==> src/rtl/rate_encoder_if.sv <==
// Frame-in / spike-out bus of the rate encoder: pixel handshake, abort, and the
// network-facing spike/sample strobe pair.
interface rate_encoder_if #(
  parameter int unsigned NInputs       = 4,
  parameter int unsigned PixelBitwidth = 8
);
  logic                              pixel_valid;
  logic                              pixel_ready;
  logic [NInputs*PixelBitwidth-1:0]  pixels;
  logic                              clear;
  logic                              sample;
  logic                              sample_ready;
  logic [NInputs-1:0]                spikes;
  logic                              frame_done;

  // Driver side: pixel source plus the consuming network.
  modport master (
    output pixel_valid, pixels, clear, sample,
    input  pixel_ready, sample_ready, spikes, frame_done
  );

  modport slave (
    input  pixel_valid, pixels, clear, sample,
    output pixel_ready, sample_ready, spikes, frame_done
  );
endinterface

==> src/rtl/rate_encoder.sv <==
// Deterministic rate coder: each channel adds its pixel into a W-bit accumulator
// per timestep and spikes on carry-out, so spike density tracks pixel/2^W.
module rate_encoder #(
  parameter int unsigned NInputs           = 4,
  parameter int unsigned PixelBitwidth     = 8,
  parameter int unsigned NCycles           = 10,
  parameter int unsigned CyclesCntBitwidth = 5
) (
  input  logic           clk,
  input  logic           rst_n,
  rate_encoder_if.slave  enc_io
);

  localparam int unsigned W = PixelBitwidth;
  localparam logic [CyclesCntBitwidth-1:0] LastStep = CyclesCntBitwidth'(NCycles);

  typedef enum logic [0:0] {StIdle, StEncode} state_e;

  state_e state_q, state_d;

  logic [NInputs-1:0][W-1:0]      pix_q, pix_d;
  logic [NInputs-1:0][W-1:0]      acc_q, acc_d;
  logic [CyclesCntBitwidth-1:0]   step_cnt_q, step_cnt_d;
  logic                           pixel_ready_q, pixel_ready_d;
  logic                           sample_ready_q, sample_ready_d;
  logic                           frame_done_q, frame_done_d;
  logic [NInputs-1:0]             spikes_q, spikes_d;

  logic                           accept, advance, finish;
  logic [NInputs-1:0][W-1:0]      src_pix;
  logic [NInputs-1:0][W:0]        step_sum;
  logic [NInputs-1:0]             step_spk;
  logic [NInputs-1:0][W-1:0]      step_acc;

  assign accept  = pixel_ready_q && enc_io.pixel_valid;
  assign advance = (state_q == StEncode) && enc_io.sample && (step_cnt_q != LastStep);
  assign finish  = (state_q == StEncode) && enc_io.sample && (step_cnt_q == LastStep);

  // One step of the adder array; on acceptance step 1 runs on the incoming
  // pixels with a zero accumulator so the first vector is ready next cycle.
  always_comb begin
    src_pix  = pix_q;
    step_sum = '0;
    step_spk = '0;
    step_acc = '0;
    for (int i = 0; i < NInputs; i++) begin
      if (accept) begin
        src_pix[i]  = enc_io.pixels[i*W +: W];
        step_sum[i] = {1'b0, src_pix[i]};
      end else begin
        step_sum[i] = {1'b0, acc_q[i]} + {1'b0, src_pix[i]};
      end
      step_spk[i] = step_sum[i][W];
      step_acc[i] = step_sum[i][W-1:0];
    end
  end

  always_ff @(posedge clk or negedge rst_n) begin
    if (!rst_n) begin
      state_q <= StIdle;
    end else begin
      state_q <= state_d;
    end
  end

  always_comb begin
    state_d = state_q;
    case (state_q)
      StIdle:   if (accept) state_d = StEncode;
      StEncode: if (finish) state_d = StIdle;
      default:  state_d = StIdle;
    endcase
    if (enc_io.clear) state_d = StIdle;
  end

  // clear outranks everything, so it is tested first.
  always_comb begin
    pix_d          = pix_q;
    acc_d          = acc_q;
    step_cnt_d     = step_cnt_q;
    pixel_ready_d  = pixel_ready_q;
    sample_ready_d = sample_ready_q;
    spikes_d       = spikes_q;
    frame_done_d   = 1'b0;
    if (enc_io.clear) begin
      acc_d          = '0;
      step_cnt_d     = '0;
      pixel_ready_d  = 1'b1;
      sample_ready_d = 1'b0;
      spikes_d       = '0;
    end else if (accept) begin
      pix_d          = src_pix;
      acc_d          = step_acc;
      spikes_d       = step_spk;
      step_cnt_d     = CyclesCntBitwidth'(1);
      pixel_ready_d  = 1'b0;
      sample_ready_d = 1'b1;
    end else if (advance) begin
      acc_d          = step_acc;
      spikes_d       = step_spk;
      step_cnt_d     = step_cnt_q + CyclesCntBitwidth'(1);
    end else if (finish) begin
      acc_d          = '0;
      step_cnt_d     = '0;
      pixel_ready_d  = 1'b1;
      sample_ready_d = 1'b0;
      spikes_d       = '0;
      frame_done_d   = 1'b1;
    end
  end

  always_ff @(posedge clk or negedge rst_n) begin
    if (!rst_n) begin
      pix_q          <= '0;
      acc_q          <= '0;
      step_cnt_q     <= '0;
      pixel_ready_q  <= 1'b1;
      sample_ready_q <= 1'b0;
      spikes_q       <= '0;
      frame_done_q   <= 1'b0;
    end else begin
      pix_q          <= pix_d;
      acc_q          <= acc_d;
      step_cnt_q     <= step_cnt_d;
      pixel_ready_q  <= pixel_ready_d;
      sample_ready_q <= sample_ready_d;
      spikes_q       <= spikes_d;
      frame_done_q   <= frame_done_d;
    end
  end

  assign enc_io.pixel_ready  = pixel_ready_q;
  assign enc_io.sample_ready = sample_ready_q;
  assign enc_io.spikes       = spikes_q;
  assign enc_io.frame_done   = frame_done_q;

endmodule

==> src/flat_wrapper.sv <==
// flat-port wrapper written by rule: the top's interface ports become plain ports
module rate_encoder_flat 
#(
  parameter int unsigned NInputs           = 4,
  parameter int unsigned PixelBitwidth     = 8,
  parameter int unsigned NCycles           = 10,
  parameter int unsigned CyclesCntBitwidth = 5
)
  (clk, rst_n, enc_io_pixel_valid, enc_io_pixels, enc_io_clear, enc_io_sample, enc_io_pixel_ready, enc_io_sample_ready, enc_io_spikes, enc_io_frame_done);
  rate_encoder_if #(.NInputs(NInputs), .PixelBitwidth(PixelBitwidth)) enc_io_i ();
  input  logic clk;
  input  logic rst_n;
  input wire logic [$bits(enc_io_i.pixel_valid)-1:0] enc_io_pixel_valid;
  input wire logic [$bits(enc_io_i.pixels)-1:0] enc_io_pixels;
  input wire logic [$bits(enc_io_i.clear)-1:0] enc_io_clear;
  input wire logic [$bits(enc_io_i.sample)-1:0] enc_io_sample;
  output wire logic [$bits(enc_io_i.pixel_ready)-1:0] enc_io_pixel_ready;
  output wire logic [$bits(enc_io_i.sample_ready)-1:0] enc_io_sample_ready;
  output wire logic [$bits(enc_io_i.spikes)-1:0] enc_io_spikes;
  output wire logic [$bits(enc_io_i.frame_done)-1:0] enc_io_frame_done;
  assign enc_io_i.pixel_valid = enc_io_pixel_valid;
  assign enc_io_i.pixels = enc_io_pixels;
  assign enc_io_i.clear = enc_io_clear;
  assign enc_io_i.sample = enc_io_sample;
  assign enc_io_pixel_ready = enc_io_i.pixel_ready;
  assign enc_io_sample_ready = enc_io_i.sample_ready;
  assign enc_io_spikes = enc_io_i.spikes;
  assign enc_io_frame_done = enc_io_i.frame_done;
  rate_encoder #(.NInputs(NInputs), .PixelBitwidth(PixelBitwidth), .NCycles(NCycles), .CyclesCntBitwidth(CyclesCntBitwidth)) u_core (.clk(clk), .rst_n(rst_n), .enc_io(enc_io_i));
endmodule
==> config.mk <==
export PLATFORM = sky130hd
export DESIGN_NAME = rate_encoder_flat
export DESIGN_NICKNAME = d
export VERILOG_FILES = /design/src/rtl/rate_encoder_if.sv /design/src/rtl/rate_encoder.sv /design/src/flat_wrapper.sv
export SDC_FILE = /design/constraint.sdc
export NUM_CORES = 1
export LEC_CHECK = 0
export BUFFER_PORTS_ARGS = -buffer_cell sky130_fd_sc_hd__clkbuf_2
export CAP_MARGIN = 0
export CORE_MARGIN = 1
export CORE_UTILIZATION = 59
export DETAILED_ROUTE_END_ITERATION = 10
export MAX_ROUTING_LAYER = met4
export PLACE_DENSITY = 0.8
export SYNTH_ARGS = -nofsm -noshare
export SYNTH_HDL_FRONTEND = slang
export SYNTH_SLANG_ARGS = --single-unit
==> constraint.sdc <==
create_clock -name clk -period 3 [get_ports clk]
set_clock_uncertainty 0.1 [all_clocks]
set_input_delay 0.3 -clock clk [delete_from_list [all_inputs] [get_ports clk]]
set_output_delay 0.3 -clock clk [all_outputs]
set_load 0.005 [all_outputs]
After elaboration in Yosys (flattened, before gate mapping)
Cells that the tools add are included.
{"block": "op_classes", "muxes": 32, "bitwise": 2, "reduce_logical": 8, "eq_ne": 3, "n_addsub": 5}
{"operator": "two-way mux 32 bit", "n": 4}
{"operator": "adder 8 x 8 -> 9 bit", "n": 4}
{"operator": "two-way mux 9 bit", "n": 4}
{"operator": "two-way mux 5 bit", "n": 4}
{"operator": "two-way mux 4 bit", "n": 4}
{"operator": "two-way mux 1 bit", "n": 15}
{"operator": "adder 5 x 1 -> 5 bit, second input constant", "n": 1}
{"operator": "equality test 5 x 4 -> 1 bit, second input constant", "n": 1}
{"operator": "!= test 5 x 4 -> 1 bit, second input constant", "n": 1}
{"operator": "logical AND 1 bit", "n": 4}
{"operator": "AND reduction 2 bit", "n": 2}
{"operator": "nonzero test 4 bit", "n": 1}
{"operator": "!= test 3 x 2 -> 1 bit, second input constant", "n": 1}
{"operator": "nonzero test 3 bit", "n": 1}
{"operator": "inverter 1 bit", "n": 2}
{"operator": "one-hot mux 1 bit (2 select lines)", "n": 1}
{"block": "totals", "ff_bits": 77}

Depth between registers and ports, before layout
{"block": "logic_depth", "depth_word": 6, "ltp_mapped": 8}

Worst setup path after synthesis
Ideal clock, no wire load.
{"block": "synth_path", "path_type": "flip-flop to flip-flop", "startpoint": "reg u_core.acc_q[24] (netlist name)", "endpoint": "reg u_core.spikes_q[3] (netlist: u_core.enc_io.spikes[3])", "path_buffers": 0, "path_slack_ns": 0.888, "stages_incl_launch_ff": 8, "arrival_time_ns": 1.891, "path_cell_list": "dfrtp_1 ha_1 fa_1 a211oi_1 o21bai_1 a21oi_1 o21ai_0 a22o_1"}
{"block": "synth_via", "elab_chain_len": 5}
{"element": "from (decl)", "line": "rate_encoder.sv:22", "rtl": "logic [NInputs-1:0][W-1:0] acc_q, acc_d;"}
{"element": "from (signal assigned)", "line": "rate_encoder.sv:115", "rtl": "acc_q <= '0;"}
{"element": "from (signal assigned)", "line": "rate_encoder.sv:123", "rtl": "acc_q <= acc_d;"}
{"element": "adder 8 x 8 -> 9 bit (*)", "line": "rate_encoder.sv:51", "rtl": "step_sum[i] = {1'b0, acc_q[i]} + {1'b0, src_pix[i]};"}
{"element": "two-way mux 9 bit (*)", "line": "rate_encoder.sv:47", "rtl": "if (accept) begin"}
{"element": "two-way mux 4 bit", "line": "rate_encoder.sv:98", "rtl": "end else if (advance) begin"}
{"element": "two-way mux 4 bit (*)", "line": "rate_encoder.sv:91", "rtl": "end else if (accept) begin"}
{"element": "two-way mux 4 bit (*)", "line": "rate_encoder.sv:85", "rtl": "if (enc_io.clear) begin"}
{"element": "to (signal assigned)", "line": "rate_encoder.sv:127", "rtl": "spikes_q <= spikes_d;"}
{"element": "to (decl)", "line": "rate_encoder.sv:27", "rtl": "logic [NInputs-1:0] spikes_q, spikes_d;"}
Every way passes the cells marked *; elsewhere a longest branch is shown, timed or not.
A chain may end at the register's enable or synchronous reset.

Final worst setup path
Same ends and word-level chain as after synthesis.

==> impl_metrics.toml <==
[global_routing]
overflow = 0
first_global_vias = 3437
grt_first_pass_wirelength_um = 14810
antenna_found_initial = 0
grt_usage_pct = 26.22
grt_max_degree = 78

[setup_path]
reg2reg_to = "u_core.enc_io.spikes[3]$_DFFE_PN0P_"
crit_arrival_ns = 2.39
crit_path_end_kind = "flip-flop"
worstPathCellList = "ha_1 -> fa_1 -> a211oi_1 -> o21bai_1 -> a21oi_1 -> o21ai_0 -> a22o_1"
max_stage_delay_ns = 0.49
reg2reg_from = "u_core.acc_q[24]$_DFFE_PN0P_"
crit_start = "u_core.acc_q[24]$_DFFE_PN0P_"
r2r_slack_ns = 0.75
timing.critical_path.from_type = "flip-flop"
cp_slowest_cell = "fa_1"
cp_max_fo = 3
crit_type = "reg2reg"
worstPathRequired_ns = 3.14
reg2regPathDepth = 7

[timing]
whs_ns = -0.01494
post-route-period-util_pct = 75.09
rsz0062_at_grt = "no"
worstMarginPinSlew_ns = 0.9457
worst_slack_ns = 0.7472
fin_setup_tns_ns = 0
hold_viol = 14
setup_viol = 0
max_freq_ghz = 0.4439
slew-limit-headroom_pct = 36.96
maxSlewViolCount = 0
fin_crit_ns = 2.253

[clocking]
ctsResizeCount = 0
holdBufCountCts = 0
insertion_delay_ns = 0.35
htree_levels = 3
clk_pin_slew_ns = 0.08
post-cts-setup-buffers = 0
cts_tree = "built"
cts_buffers = 9
clk_path_buf_depth = 2
cts-root-buf = "clkbuf_8"
cts_num_sinks = 77

[yosys]
synth_top_family_by_area = "compound AO/OA/AOI/OAI gates"
syn-cell-area_mm2 = 0.004227
yosysTopAreaCell = "dfrtp_1"
yosysTopAreaCellShare_pct = 45.00
synth_edf_count = 0
synth-simple-area-share_pct = 17.94
ys_seq_area_share_pct = 45.62
synth_fp_nets = 524
synth_xor_xnor_area_share_pct = 3.316
synth_cells = 449
synth.area.top_cells = "dfrtp_1 45%, nand2_1 12%, ha_1 10%"
synth_ff_type = "dfrtp_1"
ys_warn_count = 0
ys_seq_elements = 77
async_reset_ff_share_pct = 100.0
synth-adder-area-share_pct = 11.96
ys_types = 37
synthMuxAreaShare_pct = 0
synth-compound-area-share_pct = 18.27
avgSynthCellArea_um2 = 9.413

[final_layout]
antenna_cells = 0
layout.nets = 567
multi_input_area_mm2 = 0.002183
areaGrowthSynthToFinish_pct = 12.52
drive_gt1_share_pct = 14.89
regArea_mm2 = 0.001928
fillers = 555
stdcell_area_mm2 = 0.004756

[power]
p_sw_w = 0.0008507
power_w = 0.002791
ir_drop_uv = 422.4
seqPwrFrac_pct = 44.8
leakagePower_nw = 2.386
power_density_mw_per_mm2 = 586.8
internal_power_w = 0.001940
p_comb_share_pct = 24.0
p_clk_share_pct = 31.2
switching_share_pct = 30.49

[floorplanning]
dieArea_mm2 = 0.007506
die_w_um = 86.64
ios = 44
fp-row-count = 30
die_h_um = 86.64
start_util_pct = 61.53
core_area_mm2 = 0.006869

[status]
status = "complete, but fails checks"
failed_checks = "negative hold slack"

[route]
avgViaCountPerCell = 5.595
drt_pre_antenna_iters = 4
postRouteWirelength_um = 8360
ant_nets = 0
num_vias = 3318
first_iter_violations = 144
drc_errors = 0
wl_per_cell_um = 14.10

[placement]
place_ws_ns = 0.7809
numPortBuffers = 43
gp_congestion = 0.8626
place_area_mm2 = 0.004532
dpl.hpwl_um = 5746

[min_path]
min_path_type = "in2async"

[flow_run]
cap_violations = 0
## power groups by stage
| stage | clock [W] | combinational, W | sequential [W] |
|---|---|---|---|
| 6_report | 0.000871 | 0.000669 | 0.00125 |
| 3_3_place_gp | 0 | 0.000644 | 0.00126 |
| 3_5_place_dp | 0 | 0.000670 | 0.00127 |
| 5_1_grt | 0.000933 | 0.000775 | 0.00127 |
| 2_1_floorplan | 0 | 0.000511 | 0.00125 |
| 4_1_cts | 0.000890 | 0.000676 | 0.00125 |
## sequential cells by signal, indices dropped and copies added, names as in the netlist
signal,cells
u_core.acc_q,32
u_core.enc_io.pixel_ready,1
u_core.enc_io.frame_done,1
u_core.pix_q,32
u_core.state_q,1
u_core.enc_io.sample_ready,1
u_core.step_cnt_q,5
u_core.enc_io.spikes,4
## worst max path at each step
| stage | to | slack [ns] | cells past startpoint |
|---|---|---|---|
| 4_1_cts | u_core.enc_io.spikes[3]$_DFFE_PN0P_ | 0.76 | 7 |
| 5_1_grt | u_core.acc_q[30]$_DFFE_PN0P_ | 0.62 | 7 |
| 3_3_place_gp | u_core.enc_io.spikes[3]$_DFFE_PN0P_ | 0.81 | 7 |
| 2_1_floorplan | u_core.enc_io.spikes[3]$_DFFE_PN0P_ | 0.89 | 7 |
| 3_5_place_dp | u_core.enc_io.spikes[3]$_DFFE_PN0P_ | 0.78 | 7 |
| 6_report | u_core.enc_io.spikes[3]$_DFFE_PN0P_ | 0.75 | 7 |
## synth_stat cells (5+ instances only)
cell and instances:
o311ai_2 7, o21bai_1 5, a21oi_1 13, ha_1 34
dfrtp_1 76, inv_1 16, nor3_1 9, a211oi_1 10
o21ai_0 26, nor2_1 24, o211ai_1 16, xor2_1 11
xnor2_1 5, nor2b_1 8, a31oi_1 5, clkbuf_1 11
a222oi_1 5, a21o_1 5, nand2_1 130
## metrics by stage
step | std cells | utilization (%)
after detailed placement | 577 | 65.97
after CTS | 593 | 69.24
final | 593 | 69.24
after floorplan | 449 | -
after global placement | 577 | 65.97
after global routing | 593 | 69.24
## worst max-delay path: cells and delay by family (launching register included)
kind            cells  cell delay, ns
fa+ha+maj           2            0.74
flops               1            0.39
compound gates      5            0.91
## layout by cell type, fill, tap and decap left out, types with 2 or more instances in the layout
master and n:
nand2_1 130, dfrtp_1 76, clkbuf_2 42, ha_1 34
o21ai_0 26, nor2_1 23, inv_1 16, o211ai_1 16
a21oi_1 13, xor2_1 11, a211oi_1 10, clkbuf_8 10
nor3_1 9, nor2b_1 8, o311ai_2 7, a31oi_1 5
o21bai_1 5, a21o_1 5, xnor2_1 5, a222oi_1 5
and2_1 4, fa_1 4, buf_4 4, o21a_1 3
o31ai_1 3, a311oi_1 3, a22oi_1 3, bufinv_16 2
clkinv_2 2
## cell families after synthesis
kind of cell / count (synthesis)
AO/OA/AOI/OAI: 106
XOR/XNOR: 16
adder cells (fa/ha/maj): 38
buffers and inverters: 30
flip-flops: 77
AND/OR/NAND/NOR: 182
## layout make-up
type,count,area share [%]
inverter,16,1.263
clock buffer,10,2.894
timing repair buffer,46,5.051
tap,96,2.526
sequential,77,40.54
multi-input combinational,342,45.91
clock inverter,6,1.815
## per-layer routing
| metal | up-vias | track usage (%) | routed length (um) |
|---|---|---|---|
| met5 | - | - | 0 |
| met4 | 0 | 8.030 | 91 |
| met3 | 10 | 6.762 | 399 |
| met2 | 67 | 44.08 | 4035 |
| met1 | 1581 | 31.06 | 3833 |
| li1 | 1660 | - | - |
Power figures use the tool's default switching activity.
